`src/rtl/dmem_arb_pkg.sv`:
```
// dmem_arb_pkg: shared types for the data-SRAM arbiter.
// Holds the read-owner enum, the read tag and the byte address width.
package dmem_arb_pkg;

    localparam int DMEM_BYTE_AW = 16;

    typedef enum logic {
        OWN_M0 = 1'b0,
        OWN_M1 = 1'b1
    } owner_e;

    typedef struct packed {
        logic   valid;
        owner_e owner;
        logic   zero;
    } rd_tag_t;

endpackage

```
`src/rtl/dmem_arb_age.sv`:
```
// dmem_arb_age: starvation guard for the low-priority requester.
// Ports: clk, rstn (async, active-high), req, gnt in; promote out.
module dmem_arb_age #(
    parameter int MAX_WAIT = 8
) (
    input  logic clk,
    input  logic rstn,
    input  logic req,
    input  logic gnt,
    output logic promote
);

    localparam logic [7:0] MAX = 8'(MAX_WAIT);

    logic [7:0] cnt;

    always_ff @(posedge clk or posedge rstn) begin
        if (rstn) begin
            cnt <= '0;
        end else if (gnt) begin
            cnt <= '0;
        end else if (req && cnt != MAX) begin
            cnt <= cnt + 8'd1;
        end
    end

    assign promote = (cnt == MAX);

endmodule

```
`src/rtl/dmem_arb.sv`:
```
// dmem_arb: two-requester arbiter for the single-port data SRAM.
// Ports: m0_*/m1_* requesters, sram_* SRAM side, err, perf_* counters.
// Build option: DMEM_ARB_PERF_EN enables the perf counter flops.
module dmem_arb
    import dmem_arb_pkg::*;
#(
    parameter int AW       = 14,
    parameter int MAX_WAIT = 8
) (
    input  logic                    clk,
    input  logic                    rstn,
    input  logic                    m0_req,
    input  logic [DMEM_BYTE_AW-1:0] m0_a,
    input  logic [3:0]              m0_we,
    input  logic [31:0]             m0_wd,
    input  logic [3:0]              m0_re,
    output logic                    m0_gnt,
    output logic [31:0]             m0_rd,
    output logic                    m0_rvld,
    input  logic                    m1_req,
    input  logic [DMEM_BYTE_AW-1:0] m1_a,
    input  logic [3:0]              m1_we,
    input  logic [31:0]             m1_wd,
    input  logic [3:0]              m1_re,
    output logic                    m1_gnt,
    output logic [31:0]             m1_rd,
    output logic                    m1_rvld,
    output logic [AW-1:0]           sram_a,
    output logic [3:0]              sram_we,
    output logic [31:0]             sram_wd,
    output logic [3:0]              sram_re,
    input  logic [31:0]             sram_rd,
    output logic                    err,
    output logic [31:0]             perf_gnt0,
    output logic [31:0]             perf_gnt1,
    output logic [31:0]             perf_conflict
);

    // Byte-address bits above the SRAM window flag an out-of-range access.
    localparam logic [DMEM_BYTE_AW-1:0] HI_MASK =
        DMEM_BYTE_AW'(~((32'd1 << (AW + 2)) - 32'd1));

    logic                    promote;
    logic                    sel0;
    logic                    sel1;
    logic                    active;
    logic                    oor;
    logic [DMEM_BYTE_AW-1:0] cmd_a;
    logic [3:0]              cmd_we;
    logic [31:0]             cmd_wd;
    logic [3:0]              cmd_re;
    logic [3:0]              re_eff;
    rd_tag_t                 tag;
    logic                    unused_bits;

    dmem_arb_age #(
        .MAX_WAIT (MAX_WAIT)
    ) u_age (
        .clk     (clk),
        .rstn    (rstn),
        .req     (m1_req),
        .gnt     (m1_gnt),
        .promote (promote)
    );

    // Grants are suppressed while reset is held so the SRAM stays quiet.
    assign sel1   = !rstn && m1_req && (promote || !m0_req);
    assign sel0   = !rstn && m0_req && !sel1;
    assign active = sel0 || sel1;
    assign m0_gnt = sel0;
    assign m1_gnt = sel1;

    assign cmd_a  = sel1 ? m1_a  : m0_a;
    assign cmd_we = sel1 ? m1_we : m0_we;
    assign cmd_wd = sel1 ? m1_wd : m0_wd;
    assign cmd_re = sel1 ? m1_re : m0_re;

    assign oor    = active && ((cmd_a & HI_MASK) != '0);
    // A write wins over a read carried in the same command.
    assign re_eff = (cmd_we != 4'd0) ? 4'd0 : cmd_re;

    assign sram_a  = active ? cmd_a[AW+1:2] : '0;
    assign sram_wd = active ? cmd_wd : '0;
    assign sram_we = (active && !oor) ? cmd_we : 4'd0;
    assign sram_re = (active && !oor) ? re_eff : 4'd0;
    assign err     = oor;

    assign unused_bits = ^cmd_a[1:0];

    always_ff @(posedge clk or posedge rstn) begin
        if (rstn) begin
            tag <= '0;
        end else begin
            tag <= '{valid: active && (re_eff != 4'd0),
                     owner: sel1 ? OWN_M1 : OWN_M0,
                     zero:  oor};
        end
    end

    assign m0_rvld = tag.valid && (tag.owner == OWN_M0);
    assign m1_rvld = tag.valid && (tag.owner == OWN_M1);
    assign m0_rd   = (m0_rvld && !tag.zero) ? sram_rd : '0;
    assign m1_rd   = (m1_rvld && !tag.zero) ? sram_rd : '0;

`ifdef DMEM_ARB_PERF_EN
    always_ff @(posedge clk or posedge rstn) begin
        if (rstn) begin
            perf_gnt0     <= '0;
            perf_gnt1     <= '0;
            perf_conflict <= '0;
        end else begin
            if (sel0) perf_gnt0 <= perf_gnt0 + 32'd1;
            if (sel1) perf_gnt1 <= perf_gnt1 + 32'd1;
            if (m0_req && m1_req) begin
                perf_conflict <= perf_conflict + 32'd1;
            end
        end
    end
`else
    assign perf_gnt0     = '0;
    assign perf_gnt1     = '0;
    assign perf_conflict = '0;
`endif

endmodule

```
`config.mk`:
```
export PLATFORM = sky130hd
export DESIGN_NAME = dmem_arb
export DESIGN_NICKNAME = d
export VERILOG_FILES = /design/src/rtl/dmem_arb_pkg.sv /design/src/rtl/dmem_arb_age.sv /design/src/rtl/dmem_arb.sv
export SDC_FILE = /design/constraint.sdc
export NUM_CORES = 1
export LEC_CHECK = 0
export CORE_AREA = 2 2 144 146
export DETAILED_ROUTE_END_ITERATION = 10
export DIE_AREA = 0 0 146 148
export SYNTH_ARGS = -nofsm -noshare
export SYNTH_HDL_FRONTEND = slang
export SYNTH_HIERARCHICAL = 1
export SYNTH_SLANG_ARGS = --single-unit
```
`constraint.sdc`:
```
create_clock -name clk -period 2.7 [get_ports clk]
set_clock_uncertainty 0.05 [all_clocks]
set_input_delay 0.27 -clock clk [delete_from_list [all_inputs] [get_ports clk]]
set_output_delay 0.27 -clock clk [all_outputs]
set_load 0.05 [all_outputs]
```
---- After elaboration in Yosys (flattened, before gate mapping) ----
Cells that the tools add are included.
storage, ports and cells
  register bits ........................... 10
  input bits .............................. 148
  output and inout port bits .............. 219
  logic and storage cells ................. 37
cells by class
  $add $sub $neg .......................... 1
  eq/ne operators ......................... 2
  mux-type cells .......................... 14
  bitwise logic cells ..................... 1
  reduce and logical (&&, ||, !) cells .... 16
operators with widths
  cell                                                   count
  2-to-1 mux 32 bit                                      4
  2-to-1 mux 4 bit                                       5
  2-to-1 mux 16 bit                                      1
  2-to-1 mux 8 bit                                       2
  2-to-1 mux 14 bit                                      1
  adder 8 x 1 -> 8 bit, second input constant            1
  == test 8 x 4 -> 1 bit, second input constant          1
  logical AND 1 bit                                      8
  inequality test 8 x 4 -> 1 bit, second input constant  1
  nonzero test 4 bit                                     2
  logical NOT 1 bit                                      3
  logical OR 1 bit                                       2
  nonzero test 2 bit                                     1
  2-to-1 mux 1 bit                                       1
  NOT 1 bit                                              1

---- Longest topological paths before layout ----
Gate-level depths: netlist of run 1.
  depth after elaboration ................. 8
  gate-level depth with buffers ........... 11
  gate-level depth less buffers ........... 9

---- Cells and area by module ----
The synthesis of run 1 kept the hierarchy.
modules (own cells, without submodules)
  module        times used  cells each  area an instance (sq um)
  dmem_arb      1           391         2489.9
  dmem_arb_age  1           47          454.2

---- Worst setup path before layout of run 1 ----
Ideal clock, no wire load.
  path type ............................... register to output
  from .................................... register u_age.cnt[0]
  to ...................................... output sram_wd[24]
  arrival ................................. 2.557 ns
  slack ................................... -0.177 ns
  stages on the path, launching flop included .. 11
  path through ............................ dfrtp_1 > inv_1 > ha_1 > and4bb_4 > and2_1 > clkbuf_1 > nor2b_1 > buf_2 > buf_1 > o21ai_1 > a21oi_1
between the ends
  longest elaborated chain between the ends .. 7
  elaborated cells on any way between the ends .. 8
  classes of those cells .................. 1 x eq/ne; 2 x mux; 5 x reduce/logical
ends and longest elaborated chain
  what                      RTL line            text
  from (decl)               dmem_arb_age.sv:15  logic [7:0] cnt;
  from (signal assigned)    dmem_arb_age.sv:23  cnt <= cnt + 8'd1;
  == test 8 x 4 -> 1 bit *  dmem_arb_age.sv:27  assign promote = (cnt == MAX);
  net promote               dmem_arb.sv:43      logic promote;
  logical OR 1 bit *        dmem_arb.sv:67      assign sel1 = !rstn && m1_req && (promote || !m0_req);
  logical AND 1 bit *       dmem_arb.sv:67
  logical NOT 1 bit         dmem_arb.sv:68      assign sel0 = !rstn && m0_req && !sel1;
  logical AND 1 bit         dmem_arb.sv:68
  logical OR 1 bit          dmem_arb.sv:69      assign active = sel0 || sel1;
  2-to-1 mux 32 bit *       dmem_arb.sv:83      assign sram_wd = active ? cmd_wd : '0;
  to (decl)                 dmem_arb.sv:30      output logic [31:0] sram_wd,
The timed path passes the listed nets; every way through them passes the cells marked *.

---- Worst setup path in the final report of run 1 ----
  from .................................... register u_age.cnt[0]
  to ...................................... output sram_wd[4]
Same word-level chain as after synthesis.

==> qor.csv, run 1 <==
metric,value,unit
Post-synth top flop,dfrtp_1,
largest net degree at the start of global routing,53,
FF-to-FF setup slack,580,ps
design area,6736,sq um
Synth top area share,24.73,%
Root Buffer,clkbuf_16,
Crit path required time,2380,ps
TritonRoute pass-1 iters,4,
PD cells,298.9,nW/um^2
CTS tree,done,
vias in the first global route,3838,
post-CTS setup buffers,0,
Slew @ Worst Pin,509.1,ps
crit-path max FO,15,
I/O pin cnt,367,
first-pass GRT wire length,22320,um
Internal Power,986.0,uW
status,"complete, no violations",
"Hold Vio Cnt, Final",0,
sequential fraction of design power,10.4,%
Core Area,20040,sq um
Total Nets Final,830,
CP Data Arrival Time,2220,ps
async set-reset flop share out of synthesis,100.0,%
clk buf depth,2,
mapped cell area,2944,sq um
HPWL after DPL,12550,um
antenna-violating nets left,0,
final hold slack,359.2,ps
final WL,15200,um
fin crit period,2544,ps
"Slew Viols, Final",0,
worst hold path class,input port to async pin,
Placement Rows,52,
Crit Path Class,flip-flop to primary output,
antenna cell count,0,
clock group share of total power,14.6,%
Synth area leader,buf_4,
number of remaining DRC errors,0,
Initial Utilization,14.69,%
Placed Area,6640,sq um
die area,21610,sq um
switching share of total power,51.02,%
clock sink count,10,
combinational share of power,75.0,%
Post-synth EDFFs,0,
Vias/cell,4.157,
Sum Neg Setup Slack,0,ps
R2R depth,8,
CP endpoint kind,primary output,
clock buffer count from CTS,3,
drt first-iter violations,68,
clock transition at the registers of the reported paths,40,ps
Total GRT Usage,12.89,%
Netlist cell types,37,
Area contributors post-synth,"buf_4, o2111ai_1, a21oi_1",
number of port buffers,265,
register bit total from synthesis,10,
Vias,3945,
Slew HR,65.96,%
Finish-stage setup viols,0,
grt total ovfl,0,
routed len/inst,16.02,um
startpoint types,flip-flop,
Die H,148,um
period utilization,94.23,%
RSZ-0062 raised after global routing,false,
Layout area overhead,128.8,%
reg2reg start,u_age/cnt[0],
sequential element share of the synthesized area,8.500,%
clock latency on the worst-skew pair,240,ps
H-tree level count,1,
Max Cap Viol,0,
R2R Path End,tag[2],
VDD IR max,0.0001296,V
syn avg cell area,6.722,sq um
Switch Pwr,1.027,mW
RD Place Congestion,0.7609,
Tot Pwr,2.013,mW
die width,146,um
antenna violations before repair,4,
Leak,2.670,nW
FMAX,393.1,MHz
YS warnings,6,
Post-Synthesis Cells,438,
Worst Setup EP,sram_wd[4],
layout cells sized above 1,27.10,%
CP startpoint,u_age/cnt[0],
-- cells in the final DEF, fill, tap and decap left out, drive strengths merged --
cell,instances
a211o,1
a21boi,1
a21oi,54
a31o,4
and2,34
and3,32
and4bb,1
buf,116
clkbuf,4
clkdlybuf4s50,171
clkinv,1
conb,97
dfrtp,10
ha,2
inv,9
mux2,1
mux2i,1
nand2,4
nand2b,3
nand4,4
nor2,6
nor2b,2
nor3,1
nor4,6
o2111ai,50
o21ai,53
o21bai,1
o41ai,1
or2,1
or3,3
or4,3
xor2,2
-- per-layer routing --
| layer | up-vias | track usage [%] | wire, um |
|---|---|---|---|
| met2 | 233 | 25.33 | 8269 |
| met3 | 10 | 4.136 | 1489 |
| li1 | 1890 | - | - |
| met1 | 1806 | 13.74 | 5318 |
| met4 | 6 | 1.602 | 81 |
| met5 | - | 0 | 44 |
-- power by group through the flow --
| stage | Clock, mW | Combinational [mW] | Sequential (mW) |
|---|---|---|---|
| 5_1_grt | 0.310 | 1.60 | 0.214 |
| 4_1_cts | 0.303 | 1.52 | 0.209 |
| 3_5_place_dp | 0 | 1.52 | 0.211 |
| 2_1_floorplan | 0 | 0.961 | 0.218 |
| 3_3_place_gp | 0 | 1.51 | 0.210 |
| 6_report | 0.295 | 1.51 | 0.209 |
-- layout make-up --
type | instances | area (sq um)
clock buffer | 4 | 88.84
multi-input combinational | 368 | 2316
inverter | 10 | 37.54
sequential | 10 | 250.2
tap | 270 | 337.8
timing repair buffer | 287 | 3706
fill | 2087 | 13300
-- logic make-up (layout without fill, tap and decap cells) --
family	count (synthesis)	in the layout	synth area share [%]
flops	10	10	8.500
xor+xnor	2	2	0.5951
simple gates	100	100	21.16
other cells	1	97	0.1274
fa+ha+maj	2	2	0.8498
buf+inv	156	301	32.55
compound gates	165	165	35.49
mux	2	2	0.7225
-- cells in the mapped netlist (3+ instances only) --
master	count
and3_1	32
o21ai_0	3
a31o_1	4
a21oi_1	54
nor4_1	6
o2111ai_1	50
or3_1	3
nor2_1	6
nand4_1	3
buf_4	97
inv_1	7
o21ai_1	50
and2_1	34
buf_1	4
nand2_1	4
nand2b_1	3
dfrtp_1	10
buf_2	7
clkbuf_1	38
-- how the worst min path moves through the flow --
stage                         endpoint  slack [ps]  cells past startpoint    startpoint
after CTS                 u_age/cnt[2]         370                      2          rstn
final                     u_age/cnt[4]         360                      2          rstn
after global placement    u_age/cnt[7]         490                      2  u_age/cnt[7]
after detailed placement  u_age/cnt[7]         500                      2  u_age/cnt[7]
after global routing      u_age/cnt[1]         390                      2          rstn
after floorplan           u_age/cnt[0]          40                      1          rstn
-- worst max-delay path, stage by stage (launching register included) --
cell	delay [ps]
dfrtp_1	330
inv_1	60
ha_1	190
and4bb_4	200
and2_2	210
nor2b_4	280
buf_12	190
o21ai_1	70
a21oi_2	270
buf_12	180
-- stage by stage --
step,setup WS (ps),cells,util [%]
3_5_place_dp,353.6,945,33.14
3_3_place_gp,363.1,945,33.14
5_1_grt,14.96,949,33.62
2_1_floorplan,106.0,534,-
4_1_cts,96.01,949,33.58
6_report,155.9,949,33.62
-- sequential cells by signal (all words and copies together) (netlist names) --
| name | count |
|---|---|
| tag | 2 |
| u_age/cnt | 8 |
-- timing repair --
item | 4_1_cts | 5_1_grt
setup endpoints to repair | 0 | 3
resized for setup | 0 | 2
hold buffers | 0 | 0
Power figures use the tool's default switching activity.
==> inputs of run 2 (changes only) <==
CELL_PAD_IN_SITES_DETAIL_PLACEMENT = 1   (was unset)
CELL_PAD_IN_SITES_GLOBAL_PLACEMENT = 2   (was unset)
CORE_AREA = 2 2 167 169   (was 2 2 144 146)
DIE_AREA = 0 0 169 171   (was 0 0 146 148)
PLACE_DENSITY_LB_ADDON = 0.1   (was unset)
SKIP_LAST_GASP = 1   (was unset)
SLEW_MARGIN = 20   (was unset)
==> qor.csv, run 2 (synthesized netlist as in run 1, its figures left out) <==
metric,value,unit,change
clock latency on the worst-skew pair,240,ps,about the same
layout cells sized above 1,27.46,%,+0.36 points
Layout area overhead,136.3,%,
status,"complete, no violations",,
startpoint types,flip-flop,,
FMAX,382.7,MHz,-2.6%
H-tree level count,1,,unchanged
routed len/inst,17.61,um,+9.9%
"commonest cells after routing, fill and taps aside","clkdlybuf4s50_1, conb_1, buf_12",,
Biggest register,u_age/cnt,,
CP endpoint kind,primary output,,
die width,169,um,+16%
dpl ws,228.9,ps,-124.7 ps
number of remaining DRC errors,0,,unchanged
Vias,4048,,+2.6%
"leading cell type in the layout, fill and taps excluded",clkdlybuf4s50_1,,
clk buf depth,2,,unchanged
drt first-iter violations,67,,-1.5%
"Hold Vio Cnt, Final",0,,unchanged
antenna-violating nets left,0,,unchanged
FF-to-FF setup slack,350,ps,-230 ps
Core Area,27320,sq um,+36%
period utilization,96.77,%,+2.5 points
VDD IR max,0.0001691,V,+30%
Slew @ Worst Pin,535.4,ps,+26.27 ps
I/O pin cnt,367,,unchanged
Slew HR,64.20,%,-1.8 points
Total Nets Final,832,,+0.24%
RSZ-0062 raised after global routing,true,,
CP Data Arrival Time,2290,ps,+70 ps
TritonRoute pass-1 iters,4,,unchanged
worst hold path class,input port to async pin,,
Crit path required time,2380,ps,about the same
Placement Rows,61,,+17%
crit-path max FO,6,,-9
biggest regs,"u_age/cnt (8), tag (2)",,
Initial Utilization,10.77,%,-3.9 points
CTS tree,done,,
die area,28900,sq um,+34%
Vias/cell,3.934,,-5.4%
CTS hold repair buffers,0,,unchanged
RD Place Congestion,0.7243,,-4.8%
Root Buffer,clkbuf_16,,
first-pass GRT wire length,26030,um,+17%
Total GRT Usage,11.51,%,-1.4 points
PD cells,296.5,nW/um^2,-0.80%
Tot Pwr,2.062,mW,+2.4%
clock transition at the registers of the reported paths,40,ps,about the same
grt total ovfl,0,,unchanged
final WL,18120,um,+19%
Leak,2.699,nW,+1.1%
R2R depth,11,,+3
Die H,171,um,+16%
Crit Path Class,flip-flop to primary output,,
HPWL after DPL,14060,um,+12%
final hold slack,422.5,ps,+63.30 ps
number of port buffers,265,,unchanged
vias in the first global route,4277,,+11%
antenna violations before repair,4,,unchanged
Max Cap Viol,0,,unchanged
post-route setup slack,87.10,ps,-68.76 ps
clock sink count,10,,unchanged
largest net degree at the start of global routing,51,,-3.8%
post-layout util,25.46,%,-8.2 points
"Slew Viols, Final",0,,unchanged
fin crit period,2613,ps,+68.76 ps
clock buffer count from CTS,3,,unchanged
max reg flops,8,,unchanged
Sum Neg Setup Slack,0,ps,unchanged
Finish-stage setup viols,0,,unchanged
run 2: cell count changes in the layout (fill, tap and decap cells not counted), sizes merged:
cell           previous run  this run
clkbuf                    4         5
clkinv                    1         0
clkdlybuf4s50           171       173
inv                       9        10
diode                     0         2
buf                     116       115
run 2: path summary, 6_finish.rpt:
| check | start | to |
|---|---|---|
| min in group clk | u_age/cnt[7] | u_age/cnt[7] |
| setup reg to reg | u_age/cnt[1] | u_age/cnt[0] |
| hold reg to reg | u_age/cnt[7] | u_age/cnt[7] |
| max in group asynchronous | rstn | u_age/cnt[1] |
| hold / removal | rstn | u_age/cnt[0] |
| setup / recovery | u_age/cnt[1] | sram_re[1] |
run 2: final cells by class:
class | count | area (sq um)
tap | 346 | 432.9
multi-input combinational | 368 | 2327
inverter | 10 | 37.54
fill | 3156 | 20370
clock buffer | 4 | 88.84
antenna | 2 | 5.005
timing repair buffer | 289 | 3814
sequential | 10 | 251.5
run 2: what timing repair did:
action,4_1_cts,5_1_grt
setup buffers,1,2
setup endpoints to repair,45,51
gates cloned,0,1
resized for setup,1,5
run 2: per-stage QoR:
step | std cells | instance area, sq um
6_report | 1029 | 6957
3_5_place_dp | 1019 | 6775
2_1_floorplan | 534 | 3492
5_1_grt | 1027 | 6952
3_3_place_gp | 1019 | 6775
4_1_cts | 1024 | 6875
run 2: metal layers:
metal / vias up / wire length (um) / global-route usage [%] / part of all wire, %
met1: 1912 / 6926 / 12.73 / 38
met2: 223 / 9118 / 21.33 / 50
met3: 8 / 1964 / 4.650 / 11
met5: - / 27 / 0 / 0.15
li1: 1901 / - / - / -
met4: 4 / 78 / 1.263 / 0.43
run 2: power breakdown:
part	switching, mW	internal, mW
clock	0.0742	0.223
sequential	0.0388	0.183
combinational	0.955	0.589
run 2: worst max-delay path: stages (launching register included):
cell      delay (ps)
dfrtp_2          440
inv_1             70
ha_1             140
and4bb_4         250
and2_2           200
nor2b_4           50
buf_12           140
buf_4            150
nor4_1           250
a31o_1           200
buf_12           150
==> inputs of run 3 (changes only) <==
CTS_BUF_LIST = sky130_fd_sc_hd__clkbuf_4   (was unset)
PLACE_DENSITY = 0.86   (was unset)
PLACE_DENSITY_LB_ADDON = unset   (was 0.1)
==> qor.csv, run 3 (synthesized netlist as in run 1, its figures left out) <==
metric,value,unit,change
FMAX,386.6,MHz,+1.0%
RD Place Congestion,0.7005,,-3.3%
Fill cells,3246,,+2.9%
Max Cap Viol,0,,unchanged
clock transition at the registers of the reported paths,70,ps,+30 ps
antenna-violating nets left,0,,unchanged
CTS tree,done,,
status,"complete, no violations",,
Internal Power,749.8,uW,-25%
Slew @ Worst Pin,512.6,ps,-22.76 ps
switching share of total power,57.50,%,+5.7 points
Vias/cell,3.871,,-1.6%
"commonest cells after routing, fill and taps aside","clkdlybuf4s50_1, conb_1, buf_12",,
vias in the first global route,3909,,-8.6%
Initial Utilization,10.77,%,unchanged
Tot Pwr,1.764,mW,-14%
Total GRT Usage,9.568,%,-1.9 points
Root Buffer,clkbuf_4,,
clock buffer count from CTS,3,,unchanged
Vias,3979,,-1.7%
CP Data Arrival Time,2270,ps,-20 ps
Placement Rows,61,,unchanged
"Slew Viols, Final",0,,unchanged
die width,169,um,unchanged
combinational share of power,81.2,%,+6.4 points
CP max stage delay,440,ps,about the same
die area,28900,sq um,unchanged
TritonRoute pass-1 iters,4,,unchanged
"leading cell type in the layout, fill and taps excluded",clkdlybuf4s50_1,,
RSZ-0062 raised after global routing,false,,
Finish-stage setup viols,0,,unchanged
Leak,2.581,nW,-4.4%
antenna violations before repair,2,,-2
VDD IR max,0.0001341,V,-21%
Crit Path Class,flip-flop to primary output,,
PD cells,269.6,nW/um^2,-9.0%
startpoint types,flip-flop,,
crit-path cells,inv_1 -> ha_1 -> and4bb_4 -> and2_4 -> nor2b_4 -> buf_4 -> nor4_2 -> a31o_1 -> buf_12,,
clock sink count,10,,unchanged
Switch Pwr,1.015,mW,-5.0%
Crit path required time,2380,ps,about the same
crit-path max FO,13,,+7
Layout area overhead,122.3,%,
dpl cells,1021,,+0.20%
number of port buffers,265,,unchanged
Biggest register,u_age/cnt,,
grt total ovfl,0,,unchanged
CP endpoint kind,primary output,,
clk buf depth,2,,unchanged
number of remaining DRC errors,0,,unchanged
layout cells sized above 1,28.09,%,+0.63 points
period utilization,95.80,%,-0.98 points
Slew HR,65.72,%,+1.5 points
critical path's slowest cell,dfrtp_2,,
sequential fraction of design power,12.6,%,+1.9 points
drt first-iter violations,71,,+6.0%
Core Area,27320,sq um,unchanged
CTS hold repair buffers,0,,unchanged
routed len/inst,14.68,um,-17%
fin crit period,2586,ps,-26.42 ps
final WL,15100,um,-17%
Die H,171,um,unchanged
clock group share of total power,6.3,%,-8.1 points
I/O pin cnt,367,,unchanged
worst hold path class,input port to async pin,,
first-pass GRT wire length,21910,um,-16%
fin cells,1028,,-0.097%
clock latency on the worst-skew pair,270,ps,+30 ps
largest net degree at the start of global routing,35,,-31%
H-tree level count,1,,unchanged
Total Nets Final,831,,-0.12%
max reg flops,8,,unchanged
HPWL after DPL,12400,um,-12%
Sum Neg Setup Slack,0,ps,unchanged
biggest regs,"u_age/cnt (8), tag (2)",,
"Hold Vio Cnt, Final",0,,unchanged
==> run 3: changes by cell type in the layout (fill, tap and decap cells not counted), sizes merged <==
| cell | previous run | this run |
|---|---|---|
| inv | 10 | 9 |
| clkdlybuf4s50 | 173 | 167 |
| clkbuf | 5 | 3 |
| clkinv | 0 | 2 |
| buf | 115 | 121 |
==> run 3: what timing repair did <==
action | CTS | global route
setup endpoints to repair | 4 | 39
setup buffers | 1 | 0
gates resized for setup | 1 | 8
cloned | 0 | 0
pin swaps | 1 | 0
==> run 3: power by group through the flow <==
stage / clock (mW) / combinational, mW / sequential [mW]
floorplan: 0 / 0.961 / 0.218
global placement: 0 / 1.38 / 0.226
detailed placement: 0 / 1.40 / 0.229
CTS: 0.117 / 1.42 / 0.217
global route: 0.124 / 1.51 / 0.228
finish: 0.110 / 1.43 / 0.221
==> run 3: area by class of cell <==
type                            count  area (sq um)  area share (%)
Antenna cell                        2         5.005         0.07648
Clock buffer                        3         22.52          0.3442
Clock inverter                      1         3.754         0.05736
Inverter                           10         37.54          0.5736
Multi-Input combinational cell    368          2342           35.79
Sequential cell                    10         251.5           3.843
Tap cell                          346         432.9           6.616
Timing Repair Buffer              288          3448           52.70
==> run 3: through the flow <==
stage               util [%]  setup slack (ps)  hold WS [ps]  cell area (sq um)
finish                 23.95             113.5         325.4               6544
global route           23.94             10.39         348.6               6541
CTS                    23.79             18.30         340.6               6500
detailed placement     23.65             272.5         519.4               6462
global placement       23.65             301.7         497.7               6462
floorplan                  -             106.0         35.66               3492
==> run 3: critical path: cells and delay by family (launching register included) <==
| family | cells | cell delay [ps] |
|---|---|---|
| AOI/OAI and AO/OA | 1 | 240 |
| adders and majority gates | 1 | 150 |
| buffers and inverters | 3 | 430 |
| DFF | 1 | 440 |
| and+or+nand+nor | 4 | 730 |
==> run 3: metal layers <==
layer / vias up / wire length, um / part of all wire (%) / GRT usage (%)
met1: 1843 / 5475 / 36 / 10.04
met5: - / 0 / 0 / 0
met3: 8 / 1640 / 11 / 3.354
met2: 233 / 7766 / 51 / 17.96
li1: 1895 / - / - / -
met4: 0 / 214 / 1.4 / 2.824
==> run 3: path summary, 6_finish.rpt <==
| check | startpoint | endpoint | slack, ps | cells after the start |
|---|---|---|---|---|
| worst max-delay path | u_age/cnt[1] | sram_re[3] | 110 | 9 |
| worst min-delay path | rstn | u_age/cnt[3] | 330 | 2 |
| worst max register to register | u_age/cnt[1] | u_age/cnt[0] | 530 | 9 |
| worst min register to register | u_age/cnt[7] | u_age/cnt[7] | 540 | 2 |
| max in group asynchronous | rstn | tag[1] | 1770 | 3 |
| min in group clk | u_age/cnt[7] | u_age/cnt[7] | 540 | 2 |
